[src/rtl/alu_scheduler.sv]
// Round-robin scheduler that shares one ALU between two requesters.
// Operands are registered into the ALU, and the result and flags come back on a tagged response channel.
module alu_scheduler #(
  parameter int DW   = 8,
  parameter int SW   = 4,
  parameter int CNTW = 16
) (
  input  logic            clk,
  input  logic            rst_n,
  input  logic            req0_valid,
  output logic            req0_ready,
  input  logic [2:0]      req0_op,
  input  logic [DW-1:0]   req0_a,
  input  logic [DW-1:0]   req0_b,
  input  logic [SW-1:0]   req0_shift,
  input  logic            req1_valid,
  output logic            req1_ready,
  input  logic [2:0]      req1_op,
  input  logic [DW-1:0]   req1_a,
  input  logic [DW-1:0]   req1_b,
  input  logic [SW-1:0]   req1_shift,
  output logic [DW-1:0]   alu_a,
  output logic [DW-1:0]   alu_b,
  output logic [2:0]      alu_s,
  output logic [SW-1:0]   alu_shift,
  input  logic [DW-1:0]   alu_y,
  input  logic            alu_cero,
  input  logic            alu_carry,
  input  logic            alu_ovf,
  output logic            rsp_valid,
  input  logic            rsp_ready,
  output logic            rsp_id,
  output logic [DW-1:0]   rsp_y,
  output logic            rsp_zero,
  output logic            rsp_carry,
  output logic            rsp_ovf,
  output logic            rsp_err,
  output logic            busy,
  output logic [CNTW-1:0] ops_count
);

  typedef enum logic [1:0] {
    IDLE,
    EXEC,
    RESP
  } state_t;

  state_t state;
  logic   rr;      // 0: port 0 wins a tie, 1: port 1 wins a tie
  logic   grant1;
  logic   illegal;

  always_comb begin
    grant1 = req1_valid && (!req0_valid || rr);
  end

  assign req0_ready = (state == IDLE) && req0_valid && !grant1;
  assign req1_ready = (state == IDLE) && grant1;
  assign busy       = (state != IDLE);
  assign illegal    = alu_s[2] && alu_s[1];

  always_ff @(posedge clk or negedge rst_n) begin
    if (!rst_n) begin
      state     <= IDLE;
      rr        <= 1'b0;
      alu_a     <= '0;
      alu_b     <= '0;
      alu_s     <= '0;
      alu_shift <= '0;
      rsp_valid <= 1'b0;
      rsp_id    <= 1'b0;
      rsp_y     <= '0;
      rsp_zero  <= 1'b0;
      rsp_carry <= 1'b0;
      rsp_ovf   <= 1'b0;
      rsp_err   <= 1'b0;
      ops_count <= '0;
    end else begin
      case (state)
        IDLE: begin
          if (req0_ready) begin
            alu_a     <= req0_a;
            alu_b     <= req0_b;
            alu_s     <= req0_op;
            alu_shift <= req0_shift;
            rsp_id    <= 1'b0;
            rr        <= 1'b1;
            state     <= EXEC;
          end else if (req1_ready) begin
            alu_a     <= req1_a;
            alu_b     <= req1_b;
            alu_s     <= req1_op;
            alu_shift <= req1_shift;
            rsp_id    <= 1'b1;
            rr        <= 1'b0;
            state     <= EXEC;
          end
        end
        EXEC: begin
          // ALU output has settled on the registered operands by this edge
          if (illegal) begin
            rsp_y     <= '0;
            rsp_zero  <= 1'b0;
            rsp_carry <= 1'b0;
            rsp_ovf   <= 1'b0;
            rsp_err   <= 1'b1;
          end else begin
            rsp_y     <= alu_y;
            rsp_zero  <= alu_cero;
            rsp_carry <= alu_carry;
            rsp_ovf   <= alu_ovf;
            rsp_err   <= 1'b0;
          end
          rsp_valid <= 1'b1;
          state     <= RESP;
        end
        RESP: begin
          if (rsp_ready) begin
            rsp_valid <= 1'b0;
            ops_count <= ops_count + CNTW'(1);
            state     <= IDLE;
          end
        end
        default: state <= IDLE;
      endcase
    end
  end

endmodule

[config.mk]
export PLATFORM = sky130hd
export DESIGN_NAME = alu_scheduler
export DESIGN_NICKNAME = d
export VERILOG_FILES = /design/src/rtl/alu_scheduler.sv
export SDC_FILE = /design/constraint.sdc
export NUM_CORES = 1
export LEC_CHECK = 0
export BUFFER_PORTS_ARGS = -buffer_cell sky130_fd_sc_hd__buf_2
export CORE_MARGIN = 2
export CORE_UTILIZATION = 34
export DETAILED_ROUTE_END_ITERATION = 10
export PLACE_DENSITY_LB_ADDON = 0.15
export SETUP_SLACK_MARGIN = 0.4
export SYNTH_ARGS = -nofsm -noshare
export SYNTH_HDL_FRONTEND = slang
export SYNTH_SLANG_ARGS = --single-unit
[constraint.sdc]
create_clock -name clk -period 1.4 [get_ports clk]
set_input_delay 0.14 -clock clk [delete_from_list [all_inputs] [get_ports clk]]
set_output_delay 0.14 -clock clk [all_outputs]
set_load 0.05 [all_outputs]
== After elaboration in Yosys (flattened, before gate mapping) ==
Cells that the tools add are included.
Word-level totals
  logic and storage cells: 58
  input bits: 62
  register bits: 56
Cells by class
  eq/ne operators: 4
  reductions and logical operators: 16
  mux-type cells: 23
  $add $sub $neg: 1
Operators with widths (number)
  $mux 8: 5
  $add 16x1->16 const B: 1
  $mux 1: 9
  $mux 4: 2
  $reduce_and 2->1: 4
  $mux 2: 3
  $mux 3: 2
  $pmux 2 s3: 1
  $reduce_bool 2->1: 3
  $logic_and 1x1->1: 5
  $ne 3x3->1 const B: 1
  $eq 2x1->1 const B: 1
  $eq 2x2->1 const B: 1
  $logic_not 1->1: 2
  $logic_not 2->1: 1
  $ne 2x2->1 const B: 1
  $pmux 1 s2: 1
  $logic_or 1x1->1: 1

== Depth between registers and ports, before layout ==
  word-level depth: 7
  gate-level depth with buffers: 5
  depth with buffers taken out: 5

== Worst setup path after synthesis ==
OpenSTA, ideal clock, no wires.
  path type: register to register
  from: register ops_count[0]
  to: register ops_count[10]
  setup slack: -315 ps
  period minus slack after synthesis: 1715 ps
  buffers on the path: 0
  arrival: 1573 ps
  stages on the path, launching flop included: 6
  cells stage by stage: dfrtp_1 > ha_1 > nand4b_1 > nor3_1 > nand2_1 > xnor2_1
On the way
  word-level cells in the longest chain between the ends: 1
Ends and longest elaborated chain
  from (decl): line 39  | output logic [CNTW-1:0] ops_count
  from (signal assigned): line 120  | ops_count <= ops_count + CNTW'(1);
  $add 16x1->16: line 120
Every way passes these cells.
A chain may end at the register's enable or synchronous reset.

== Final worst setup path ==
  from: register state[1]
  to: output port req1_ready
On the way
  word-level cells in the longest chain between the ends: 2
Ends and longest elaborated chain
  from (decl): line 48  | state_t state;
  from (signal assigned): line 64  | state <= IDLE;
  from (signal assigned): line 88  | state <= EXEC;
  from (signal assigned): line 96  | state <= EXEC;
  $logic_not 2->1: line 58  | assign req1_ready = (state == IDLE) && grant1;
  $logic_and 1x1->1: line 58
  to (decl): line 17  | output logic req1_ready,
Every way passes these cells.

==> results.json <==
{
  "via_per_inst": 4.830,
  "n_antenna_cell": 0,
  "drt_iter0_drc": 47,
  "drc": 0,
  "cp_top_family": "flip-flops",
  "dieHeight_um": 87.31,
  "die_width_um": 87.31,
  "leakage_nw": 2.160,
  "pwr-share-clk_pct": 9.8,
  "powerDensity_nw_per_um2": 2439,
  "combPwrFrac_pct": 63.5,
  "vias": 2188,
  "dieArea_um2": 7623,
  "num-fill-cells": 547,
  "slowest_stage": "dfrtp_2",
  "grt_max_degree": 24,
  "synth_nets": 249,
  "swShare_pct": 44.57,
  "clock_skew_ns": 0.003472,
  "synth_cell_type_count": 29,
  "fmax_mhz": 687.4,
  "root_buffer": "clkbuf_8",
  "cp_data_required_time_ns": 1.26,
  "dp_hpwl_mm": 4.142,
  "maxCapViolCount": 0,
  "synth_top_area_cell": "dfrtp_1",
  "slowest_delay_ns": 0.44,
  "antenna_found_initial": 0,
  "nets": 435,
  "syn_area_um2": 2360,
  "worstHoldPathType": "in2reg",
  "cp_num_buf_inv": 1,
  "setup_viol": 7,
  "status": "complete, but fails checks",
  "violations": "setup timing",
  "power.internal_w": 0.005851,
  "worstPathCellList": "nor2_4, nand2_2, a21oi_4, buf_8",
  "end_kind": "output port",
  "power_frac_seq_pct": 26.7,
  "drive_gt1_share_pct": 63.81,
  "drtAntennaViolNets": 0,
  "cts_tree": "built",
  "ys_warn_count": 0,
  "clk_latency_ns": 0.30,
  "synth.top_cell.area_share_pct": 59.38,
  "arrival_ns": 1.31,
  "timing.slew.headroom_pct": 66.21,
  "ir_drop_v": 0.001287,
  "core_region_area_um2": 6756,
  "htreeDepth": 2,
  "post-route-period-util_pct": 103.9,
  "max_slew.worst_pin.slew_ns": 0.5068,
  "clkSlewWorstSetupHoldPaths_ns": 0.09,
  "syn_area_per_cell_um2": 12.69,
  "grt_overflow_total": 0,
  "synth_area_leaders": "dfrtp_1 (59%), a221o_1 (9.8%), nor2b_1 (6.1%), a22o_1 (4.1%), xnor2_1 (4.1%)",
  "cts.path.max_buffers": 2,
  "syn2layout_area_growth_pct": 83.46,
  "rsz0062_at_grt": "true",
  "hold_viol": 0,
  "startpoint_type": "flop",
  "cts_made_buffers": 5,
  "gp_congestion": 0.7571,
  "synth_seq_cells": 56,
  "power_w": 0.01056,
  "worst_slack_ns": -0.05474,
  "maxSlewViolCount": 0,
  "final_core_util_pct": 64.07,
  "firstDrtPassIters": 5,
  "initial_core_util_pct": 34.93,
  "track_usage_pct": 17.63,
  "period_needed_ns": 1.455,
  "switching_power_w": 0.004706,
  "grt_pass1_wl_mm": 10.58,
  "clock-sinks": 56,
  "synth-seq-area-share_pct": 59.38,
  "portBuffers": 117,
  "grt_pass1_vias": 2287,
  "synth_cells": 186,
  "fp-row-count": 30,
  "drt-wirelength-per-cell_um": 14.98,
  "wl_mm": 6.788,
  "critPathMaxFanout": 4,
  "path_class": "reg2out",
  "seqCellArea_um2": 1421,
  "ios": 118,
  "multi_input_area_um2": 1033
}
-- synthesized netlist by cell type, drive strengths merged --
library cell,count
nand3b,1
a22o,11
dfrtp,56
a221o,23
xnor2,11
buf,8
nand3,6
nand4,1
nor2,6
nand2b,2
nand2,10
o21a,1
nand4b,1
and3,2
a21oi,5
nor3,2
ha,1
inv,5
and4,1
o21ai,3
mux2,1
xor2,4
a21o,1
nor4,1
nor2b,23
-- power groups by stage --
stage / Clock, W / Combinational (W) / Sequential [W]
after floorplan: 0 / 0.00164 / 0.00468
after global placement: 0 / 0.00470 / 0.00272
after detailed placement: 0 / 0.00475 / 0.00269
after CTS: 0.00108 / 0.00635 / 0.00279
after global routing: 0.00114 / 0.00706 / 0.00290
final: 0.00103 / 0.00670 / 0.00282
-- state kept, by name (all words and copies together), names as in the netlist, 2 cells and up --
register   flops
alu_a          8
alu_b          8
alu_s          3
alu_shift      4
ops_count     16
rsp_y          8
state          2
-- final timing paths --
check / startpoint / end / slack (ns) / cells past startpoint
min in group asynchronous: rst_n / ops_count[3] / 0.33 / 2
min: alu_y[2] / rsp_y[2] / 0.05 / 2
min reg2reg: ops_count[9] / ops_count[9] / 0.52 / 1
max in group asynchronous: rst_n / alu_s[2] / 0.57 / 3
max reg2reg: state[0] / ops_count[14] / -0.05 / 5
max: state[1] / req1_ready / -0.05 / 4
-- layer usage --
layer | up-vias | track usage, % | wire (um)
li1 | 1044 | - | -
met1 | 1059 | 21.61 | 2829
met3 | 12 | 4.550 | 358
met4 | 0 | 5.035 | 120
met5 | - | 0 | 0
met2 | 73 | 30.51 | 3479
-- metrics by stage --
step	hold slack [ns]	setup TNS, ns	instances	area, um2	worst slack (ns)
final	0.05053	-0.2688	453	4329	-0.05474
after global placement	0.1377	-0.3537	387	3186	-0.02411
after detailed placement	0.1349	-1.733	387	3186	-0.08408
after CTS	0.03707	-0.1092	433	4138	-0.05723
after global routing	0.03290	-1.719	453	4329	-0.1476
after floorplan	-0.1556	-0.1863	186	2456	-0.06504
-- layout by cell type (no fill, tap or decap), types with 3 or more instances in the layout --
master,instances
dfrtp_1,40
a22o_1,11
xor2_1,4
a21oi_4,3
inv_1,4
nand3_1,3
nor2_4,4
dfrtp_2,16
buf_2,61
nand2_1,6
buf_4,43
nand3_2,3
nor2b_1,23
nand2_2,4
buf_8,16
a221o_1,23
buf_6,63
xnor2_1,10
buf_12,3
clkbuf_8,5
-- repair_timing --
action	CTS	global route
buffers inserted	36	19
pin swaps	21	12
setup endpoints to repair	109	111
gates cloned	1	1
resized for setup	167	12
hold endpoints to repair	17	0
hold buffers	1	0
-- layout make-up --
| class | instances | share of cell area, % |
|---|---|---|
| timing repair buffer | 187 | 38.06 |
| clock buffer | 6 | 1.676 |
| sequential | 56 | 32.83 |
| multi-input combinational | 117 | 23.87 |
| inverter | 5 | 0.4335 |
| tap | 80 | 2.312 |
| clock inverter | 2 | 0.8092 |
-- kinds of logic after synthesis --
| family | share of synthesized area [%] |
|---|---|
| AO/OA/AOI/OAI | 16.54 |
| XOR/XNOR | 5.567 |
| adder cells (fa/ha/maj) | 0.5301 |
| buffers and inverters | 3.340 |
| flip-flops | 59.38 |
| multiplexers | 0.4772 |
| AND/OR/NAND/NOR | 14.16 |
Note: power is estimated with default switching activity, not from simulation.
